$ cat src/rtl/viterbi_acs_sequencer_if.sv
// ---------------------------------------------------------------------------
// viterbi_acs_sequencer_if
//   Bundles the data-path facing signals of the Viterbi ACS sequencer:
//   symbol FIFO handshake, ACS unit control, survivor-memory write port,
//   metric normalisation strobe and the traceback request/complete pair.
//
//   master : the sequencer (drives sym_ready, ACS/survivor/norm/traceback
//            controls; receives sym_valid, sym_last, acs_metric, tb_done)
//   slave  : the surrounding datapath / environment
//
//   Signals
//     sym_valid  / sym_last / sym_ready   symbol input handshake
//     acs_en / acs_idx / acs_metric       ACS unit control and returned metric
//     sv_we / sv_addr                     survivor memory write strobe and row
//     norm_en / norm_val                  metric normalisation strobe and amount
//     tb_start / tb_state / tb_len        traceback request
//     tb_done                             traceback completion
// ---------------------------------------------------------------------------
interface viterbi_acs_sequencer_if #(
   parameter int SW  = 4,
   parameter int MW  = 8,
   parameter int STW = 6
);
   logic           sym_valid;
   logic           sym_last;
   logic           sym_ready;
   logic           acs_en;
   logic [SW-1:0]  acs_idx;
   logic [MW-1:0]  acs_metric;
   logic           sv_we;
   logic [STW-1:0] sv_addr;
   logic           norm_en;
   logic [MW-1:0]  norm_val;
   logic           tb_start;
   logic [SW-1:0]  tb_state;
   logic [STW:0]   tb_len;
   logic           tb_done;

   modport master (
      input  sym_valid, sym_last, acs_metric, tb_done,
      output sym_ready, acs_en, acs_idx, sv_we, sv_addr,
             norm_en, norm_val, tb_start, tb_state, tb_len
   );

   modport slave (
      output sym_valid, sym_last, acs_metric, tb_done,
      input  sym_ready, acs_en, acs_idx, sv_we, sv_addr,
             norm_en, norm_val, tb_start, tb_state, tb_len
   );
endinterface

$ cat src/rtl/viterbi_acs_sequencer.sv
// ---------------------------------------------------------------------------
// viterbi_acs_sequencer
//   Steps the Viterbi add-compare-select datapath over every trellis state for
//   each received symbol, writes one survivor decision per state, tracks the
//   minimum path metric (and the state holding it) for normalisation, and at
//   the end of a frame hands the best end state to the traceback unit.
//
//   Ports
//     i_clk     rising-edge clock
//     i_rst     synchronous active-high reset
//     i_start   begin a frame (only honoured when idle)
//     i_abort   cancel the frame from any state
//     o_busy    high whenever the sequencer is not idle
//     o_done    one-cycle pulse: frame completed after traceback
//     o_error   one-cycle pulse: MAX_STEPS symbols without a final marker
//     bus       viterbi_acs_sequencer_if.master (symbol, ACS, survivor,
//               normalisation and traceback signals)
//
//   Per symbol: 1 accept cycle + NUM_STATES ACS cycles + 1 normalise cycle.
// ---------------------------------------------------------------------------
module viterbi_acs_sequencer #(
   parameter int NUM_STATES = 11,
   parameter int SW         = 4,
   parameter int MW         = 8,
   parameter int MAX_STEPS  = 64,
   parameter int STW        = $clog2(MAX_STEPS)
) (
   input  logic i_clk,
   input  logic i_rst,
   input  logic i_start,
   input  logic i_abort,
   output logic o_busy,
   output logic o_done,
   output logic o_error,
   viterbi_acs_sequencer_if.master bus
);

   localparam logic [SW-1:0] LAST_IDX   = SW'(NUM_STATES - 1);
   localparam logic [STW:0]  STEP_LIMIT = (STW + 1)'(MAX_STEPS - 1);

   typedef enum logic [2:0] {
      S_IDLE,
      S_WAIT_SYM,
      S_ACS,
      S_NORM,
      S_TB_REQ,
      S_TB_WAIT
   } state_t;

   state_t          r_state;
   logic [SW-1:0]   r_idx;
   logic [STW:0]    r_step;      // one bit wider than sv_addr so a full frame length fits
   logic [MW-1:0]   r_min;
   logic [SW-1:0]   r_argmin;
   logic            r_last;
   logic            r_done;
   logic            r_error;

   state_t          w_state_next;
   logic [SW-1:0]   w_idx_next;
   logic [STW:0]    w_step_next;
   logic [MW-1:0]   w_min_next;
   logic [SW-1:0]   w_argmin_next;
   logic            w_last_next;
   logic            w_done_next;
   logic            w_error_next;

   // ------------------------------------------------------------------
   // State and datapath registers
   // ------------------------------------------------------------------
   always_ff @(posedge i_clk) begin
      if (i_rst) begin
         r_state  <= S_IDLE;
         r_idx    <= '0;
         r_step   <= '0;
         r_min    <= '1;
         r_argmin <= '0;
         r_last   <= 1'b0;
         r_done   <= 1'b0;
         r_error  <= 1'b0;
      end else begin
         r_state  <= w_state_next;
         r_idx    <= w_idx_next;
         r_step   <= w_step_next;
         r_min    <= w_min_next;
         r_argmin <= w_argmin_next;
         r_last   <= w_last_next;
         r_done   <= w_done_next;
         r_error  <= w_error_next;
      end
   end

   // ------------------------------------------------------------------
   // Next-state and output decode
   // ------------------------------------------------------------------
   always_comb begin
      w_state_next  = r_state;
      w_idx_next    = r_idx;
      w_step_next   = r_step;
      w_min_next    = r_min;
      w_argmin_next = r_argmin;
      w_last_next   = r_last;
      w_done_next   = 1'b0;
      w_error_next  = 1'b0;

      bus.sym_ready = 1'b0;
      bus.acs_en    = 1'b0;
      bus.acs_idx   = '0;
      bus.sv_we     = 1'b0;
      bus.sv_addr   = '0;
      bus.norm_en   = 1'b0;
      bus.norm_val  = '0;
      bus.tb_start  = 1'b0;
      bus.tb_state  = '0;
      bus.tb_len    = '0;

      case (r_state)
         S_IDLE: begin
            if (i_start) begin
               w_state_next = S_WAIT_SYM;
               w_step_next  = '0;
            end
         end

         S_WAIT_SYM: begin
            // Ready is withdrawn during abort so the FIFO never sees a
            // handshake for a symbol the sequencer is going to drop.
            bus.sym_ready = !i_abort;
            if (bus.sym_valid) begin
               w_last_next  = bus.sym_last;
               w_idx_next   = '0;
               w_min_next   = '1;
               w_state_next = S_ACS;
            end
         end

         S_ACS: begin
            bus.acs_en  = 1'b1;
            bus.sv_we   = 1'b1;
            bus.acs_idx = r_idx;
            bus.sv_addr = r_step[STW-1:0];
            // Strict compare: on equal metrics the earlier (lower) index is kept.
            if (bus.acs_metric < r_min) begin
               w_min_next    = bus.acs_metric;
               w_argmin_next = r_idx;
            end
            if (r_idx == LAST_IDX) begin
               w_state_next = S_NORM;
            end else begin
               w_idx_next = r_idx + SW'(1);
            end
         end

         S_NORM: begin
            bus.norm_en  = 1'b1;
            bus.norm_val = r_min;
            w_step_next  = r_step + (STW + 1)'(1);
            if (r_last) begin
               w_state_next = S_TB_REQ;
            end else if (r_step == STEP_LIMIT) begin
               // Survivor memory is full and the frame has not ended.
               w_error_next = 1'b1;
               w_state_next = S_IDLE;
            end else begin
               w_state_next = S_WAIT_SYM;
            end
         end

         S_TB_REQ: begin
            // Suppressed under abort: a cancelled frame never starts traceback.
            bus.tb_start = !i_abort;
            bus.tb_state = r_argmin;
            bus.tb_len   = r_step;
            w_state_next = S_TB_WAIT;
         end

         S_TB_WAIT: begin
            if (bus.tb_done) begin
               w_done_next  = 1'b1;
               w_state_next = S_IDLE;
            end
         end

         default: begin
            w_state_next = S_IDLE;
         end
      endcase

      // Abort overrides every transition above and freezes the datapath.
      if (i_abort) begin
         w_state_next  = S_IDLE;
         w_idx_next    = r_idx;
         w_step_next   = r_step;
         w_min_next    = r_min;
         w_argmin_next = r_argmin;
         w_last_next   = r_last;
         w_done_next   = 1'b0;
         w_error_next  = 1'b0;
      end
   end

   assign o_busy  = (r_state != S_IDLE);
   assign o_done  = r_done;
   assign o_error = r_error;

endmodule

$ cat src/flat_wrapper.sv
// flat-port wrapper written by rule: the top's interface ports become plain ports
module viterbi_acs_sequencer_flat 
#(
   parameter int NUM_STATES = 11,
   parameter int SW         = 4,
   parameter int MW         = 8,
   parameter int MAX_STEPS  = 64,
   parameter int STW        = $clog2(MAX_STEPS)
)
  (i_clk, i_rst, i_start, i_abort, o_busy, o_done, o_error, bus_sym_valid, bus_sym_last, bus_acs_metric, bus_tb_done, bus_sym_ready, bus_acs_en, bus_acs_idx, bus_sv_we, bus_sv_addr, bus_norm_en, bus_norm_val, bus_tb_start, bus_tb_state, bus_tb_len);
  viterbi_acs_sequencer_if #(.SW(SW), .MW(MW), .STW(STW)) bus_i ();
  input  logic i_clk;
  input  logic i_rst;
  input  logic i_start;
  input  logic i_abort;
  output logic o_busy;
  output logic o_done;
  output logic o_error;
  input wire logic [$bits(bus_i.sym_valid)-1:0] bus_sym_valid;
  input wire logic [$bits(bus_i.sym_last)-1:0] bus_sym_last;
  input wire logic [$bits(bus_i.acs_metric)-1:0] bus_acs_metric;
  input wire logic [$bits(bus_i.tb_done)-1:0] bus_tb_done;
  output wire logic [$bits(bus_i.sym_ready)-1:0] bus_sym_ready;
  output wire logic [$bits(bus_i.acs_en)-1:0] bus_acs_en;
  output wire logic [$bits(bus_i.acs_idx)-1:0] bus_acs_idx;
  output wire logic [$bits(bus_i.sv_we)-1:0] bus_sv_we;
  output wire logic [$bits(bus_i.sv_addr)-1:0] bus_sv_addr;
  output wire logic [$bits(bus_i.norm_en)-1:0] bus_norm_en;
  output wire logic [$bits(bus_i.norm_val)-1:0] bus_norm_val;
  output wire logic [$bits(bus_i.tb_start)-1:0] bus_tb_start;
  output wire logic [$bits(bus_i.tb_state)-1:0] bus_tb_state;
  output wire logic [$bits(bus_i.tb_len)-1:0] bus_tb_len;
  assign bus_i.sym_valid = bus_sym_valid;
  assign bus_i.sym_last = bus_sym_last;
  assign bus_i.acs_metric = bus_acs_metric;
  assign bus_i.tb_done = bus_tb_done;
  assign bus_sym_ready = bus_i.sym_ready;
  assign bus_acs_en = bus_i.acs_en;
  assign bus_acs_idx = bus_i.acs_idx;
  assign bus_sv_we = bus_i.sv_we;
  assign bus_sv_addr = bus_i.sv_addr;
  assign bus_norm_en = bus_i.norm_en;
  assign bus_norm_val = bus_i.norm_val;
  assign bus_tb_start = bus_i.tb_start;
  assign bus_tb_state = bus_i.tb_state;
  assign bus_tb_len = bus_i.tb_len;
  viterbi_acs_sequencer #(.NUM_STATES(NUM_STATES), .SW(SW), .MW(MW), .MAX_STEPS(MAX_STEPS), .STW(STW)) u_core (.i_clk(i_clk), .i_rst(i_rst), .i_start(i_start), .i_abort(i_abort), .o_busy(o_busy), .o_done(o_done), .o_error(o_error), .bus(bus_i));
endmodule
$ cat config.mk
export PLATFORM = sky130hd
export DESIGN_NAME = viterbi_acs_sequencer_flat
export DESIGN_NICKNAME = d
export VERILOG_FILES = /design/src/rtl/viterbi_acs_sequencer_if.sv /design/src/rtl/viterbi_acs_sequencer.sv /design/src/flat_wrapper.sv
export SDC_FILE = /design/constraint.sdc
export NUM_CORES = 1
export LEC_CHECK = 0
export BUFFER_PORTS_ARGS = -buffer_cell sky130_fd_sc_hd__buf_2
export CORE_ASPECT_RATIO = 2
export CORE_UTILIZATION = 25
export CTS_BUF_LIST = sky130_fd_sc_hd__clkbuf_4
export CTS_CLUSTER_SIZE = 30
export DETAILED_ROUTE_END_ITERATION = 8
export PLACE_DENSITY_LB_ADDON = 0.2
export SLEW_MARGIN = 10
export SYNTH_ARGS = -nofsm -noshare
export SYNTH_HDL_FRONTEND = slang
export SYNTH_SLANG_ARGS = --single-unit
$ cat constraint.sdc
create_clock -name i_clk -period 2.8 [get_ports i_clk]
set_clock_uncertainty 0.2 [all_clocks]
set_input_delay 0.28 -clock i_clk [delete_from_list [all_inputs] [get_ports i_clk]]
set_output_delay 0.28 -clock i_clk [all_outputs]
set_load 0.01 [all_outputs]
==> metrics <==
status complete, no violations; Post-Route WL 4.41 mm; # nets final 293; vias in the first global route 1549; CP Buf/Inv Count 1; GRT Residual Overflow 0; r2r endpoint u_core.r_argmin[3]; CP Max Fanout 15; delay-heaviest family, CP simple AND/OR/NAND/NOR gates; Post-synth EDFFs 0; Mapped Area 0.00174 mm2; Residual DRC 0; Avg Vias per Cell 4.42; CP endpoint kind output port; Clk pwr share 33.4%; Mean Syn Cell Area 8.09 um2; setup slack, reg-to-reg 0.59 ns; fillers 753; Antenna Nets Post-Route 0; clk sink count 29; global-route wire length before repair 7.27 mm; largest net degree at the start of global routing 29; DR WL/cell 12.3 um; most common cell after layout, fill and taps aside buf_2; CTS Buf Count 5; H-tree Lvls 2; routability congestion estimate 0.761; endpoints failing setup 0; Worst-Margin Slew 0.470 ns; flops & latches, synth 29; Startpoint Class flop; CTS root buf clkbuf_4; Row Count 42; max-cap viol count 0; most frequent cells in the layout buf_2, nor2_1, dfxtp_1, and2_1; TNS Setup 0 ns; post-synth cell types 42; Leak 1.04 nW; CP peak stage delay 0.62 ns; slew margin rel. 68.6%; Die Ht 120 um; Final Max Tran Viols 0; hold endpoint u_core.o_done; initial antenna violation count 1; Final min period 2.30 ns; Total Die Area 0.00731 mm2; Initial Util 26.1%; Synth Flop Type dfxtp_1; Sw Pwr 0.207 mW; crit path kind flop to output port; CP required 2.32 ns; Critical Path AT 1.82 ns; I/O pin cnt 52; Reg2Reg Launch Point u_core.r_min[6]; Worst-path clk slew 0.09 ns; drt pass-1 iters 4; Placeable Area 0.00667 mm2; share of cells above drive strength 1 26.8%; pwr/cell area 350 mW/mm2; Fin. Hold Viols 0; Internal 0.545 mW; Reg power frac 56.4%; Clock Tree Buf Depth 2; WP depth 3; Logic pwr share 10.2%; Vias 1582; clk_lat worst skew 0.33 ns; crit share post-route 82.2%; syn nets 240; Peak VDD IR 0.197 mV; 1st-iter DRT viols 32; CTS tree yes; synth warn 0; hold path cells 3; achievable frequency 0.434 GHz; worst-path cell chain or3b_2, nor2_1, buf_2; worst hold start bus_tb_done; Seq/Total Area, Yosys 33.4%; total chip power 0.751 mW; gr usage total 13.4%; worst-case reg-to-reg path depth 8; synthesized instance count 215; HP Class input pin to flop; DP Wirelength 3.41 mm; Syn-to-layout area delta 23.3%; sw frac 27.5%; die width 61.0 um; IO Port Bufs 51; CP max-delay cell dfxtp_1; Synth async-reset ratio 0%; RSZ-0062 raised after global routing no; cts repair resizes 0
## power groups by stage
stage	clock, mW	combinational [mW]	sequential, mW
floorplan	0	0.0521	0.429
global placement	0	0.0767	0.434
detailed placement	0	0.0770	0.434
CTS	0.270	0.0784	0.424
global route	0.280	0.0864	0.426
finish	0.251	0.0766	0.424
## area by class of cell
cell class / count / area [um2] / share of cell area, %
diodes: 1 / 2.50 / 0.117
clock buffers: 5 / 37.5 / 1.75
clock inverters: 3 / 17.5 / 0.817
inverters: 13 / 48.8 / 2.28
multi-input cells: 162 / 1040 / 48.7
flip-flops and latches: 29 / 581 / 27.1
well taps: 88 / 110 / 5.13
repair buffers: 57 / 303 / 14.1
## layer usage
layer,GRT usage [%],vias to the layer above,wire length (um)
met3,2.26,6,152
met1,13.7,725,1660
li1,-,819,-
met4,5.97,0,91
met5,0,-,0
met2,24.9,32,2510
## logic make-up after synthesis
family	after synthesis	share of synthesized area [%]
compound gates	30	12.5
buf+inv	24	6.55
mux	5	2.88
fa+ha+maj	10	7.19
flops	29	33.4
simple gates	108	32.9
xor+xnor	9	4.53
## state kept, by name, summed over array words and instances, names as in the netlist
| name | flops |
|---|---|
| u_core.r_min | 8 |
| u_core.o_done | 1 |
| u_core.r_last | 1 |
| u_core.o_error | 1 |
| u_core.r_step | 7 |
| u_core.r_idx | 4 |
| u_core.r_argmin | 4 |
| u_core.r_state | 3 |
## cell usage after synthesis (2+ instances only)
master    instances  area, um2
a21o_1            3       22.5
a21oi_1           6       30.0
a22oi_1           8       60.1
and2_1           23        144
buf_4             2       15.0
buf_6             2       22.5
clkbuf_1          6       22.5
dfxtp_1          29        581
ha_1             10        125
inv_1            11       41.3
inv_2             2       7.51
mux2i_1           5       50.1
nand2_1           5       18.8
nand2b_1         11       68.8
nand3_1           3       15.0
nand3b_1          2       15.0
nand4_1           3       18.8
nor2_1           43        161
nor3_1            5       25.0
nor3b_1           2       15.0
nor3b_2           2       25.0
o21ai_0           4       20.0
or3_1             2       12.5
xnor2_1           5       43.8
xor2_1            4       35.0
## how the worst max path moves through the flow
| stage | startpoint | to | slack [ns] |
|---|---|---|---|
| after CTS | u_core.r_state[0] | bus_sym_ready | 0.48 |
| after detailed placement | bus_acs_metric[6] | u_core.r_argmin[1] | 0.59 |
| final | u_core.r_state[0] | bus_sym_ready | 0.50 |
| after floorplan | u_core.r_min[6] | u_core.r_argmin[2] | 0.68 |
| after global routing | u_core.r_state[0] | bus_sym_ready | 0.37 |
| after global placement | bus_acs_metric[1] | u_core.r_argmin[1] | 0.64 |
## stage by stage
stage / hold WS, ns / std cells / util [%] / instance area (um2) / setup WS [ns]
finish: 0.0249 / 358 / 32.1 / 2140 / 0.498
global route: 0.0367 / 358 / 32.1 / 2140 / 0.369
CTS: 0.00823 / 357 / 32.1 / 2140 / 0.477
detailed placement: 0.262 / 348 / 31.1 / 2080 / 0.589
global placement: 0.252 / 348 / 31.1 / 2080 / 0.640
floorplan: 0.221 / 215 / - / 1740 / 0.675
## what timing repair did
action / 4_1_cts / 5_1_grt
hold endpoints to repair: 1 / 0
hold buffers: 1 / 0
buffers inserted: 0 / 0
## worst register-to-register path: stages (launching register included)
cell and delay [ns]:
dfxtp_1 0.35, inv_1 0.06, ha_1 0.31, a41oi_1 0.22
o21ai_0 0.14, a211o_1 0.34, nor3b_2 0.19, buf_4 0.18
mux2i_1 0.17
Note: power is estimated with default switching activity, not from simulation.
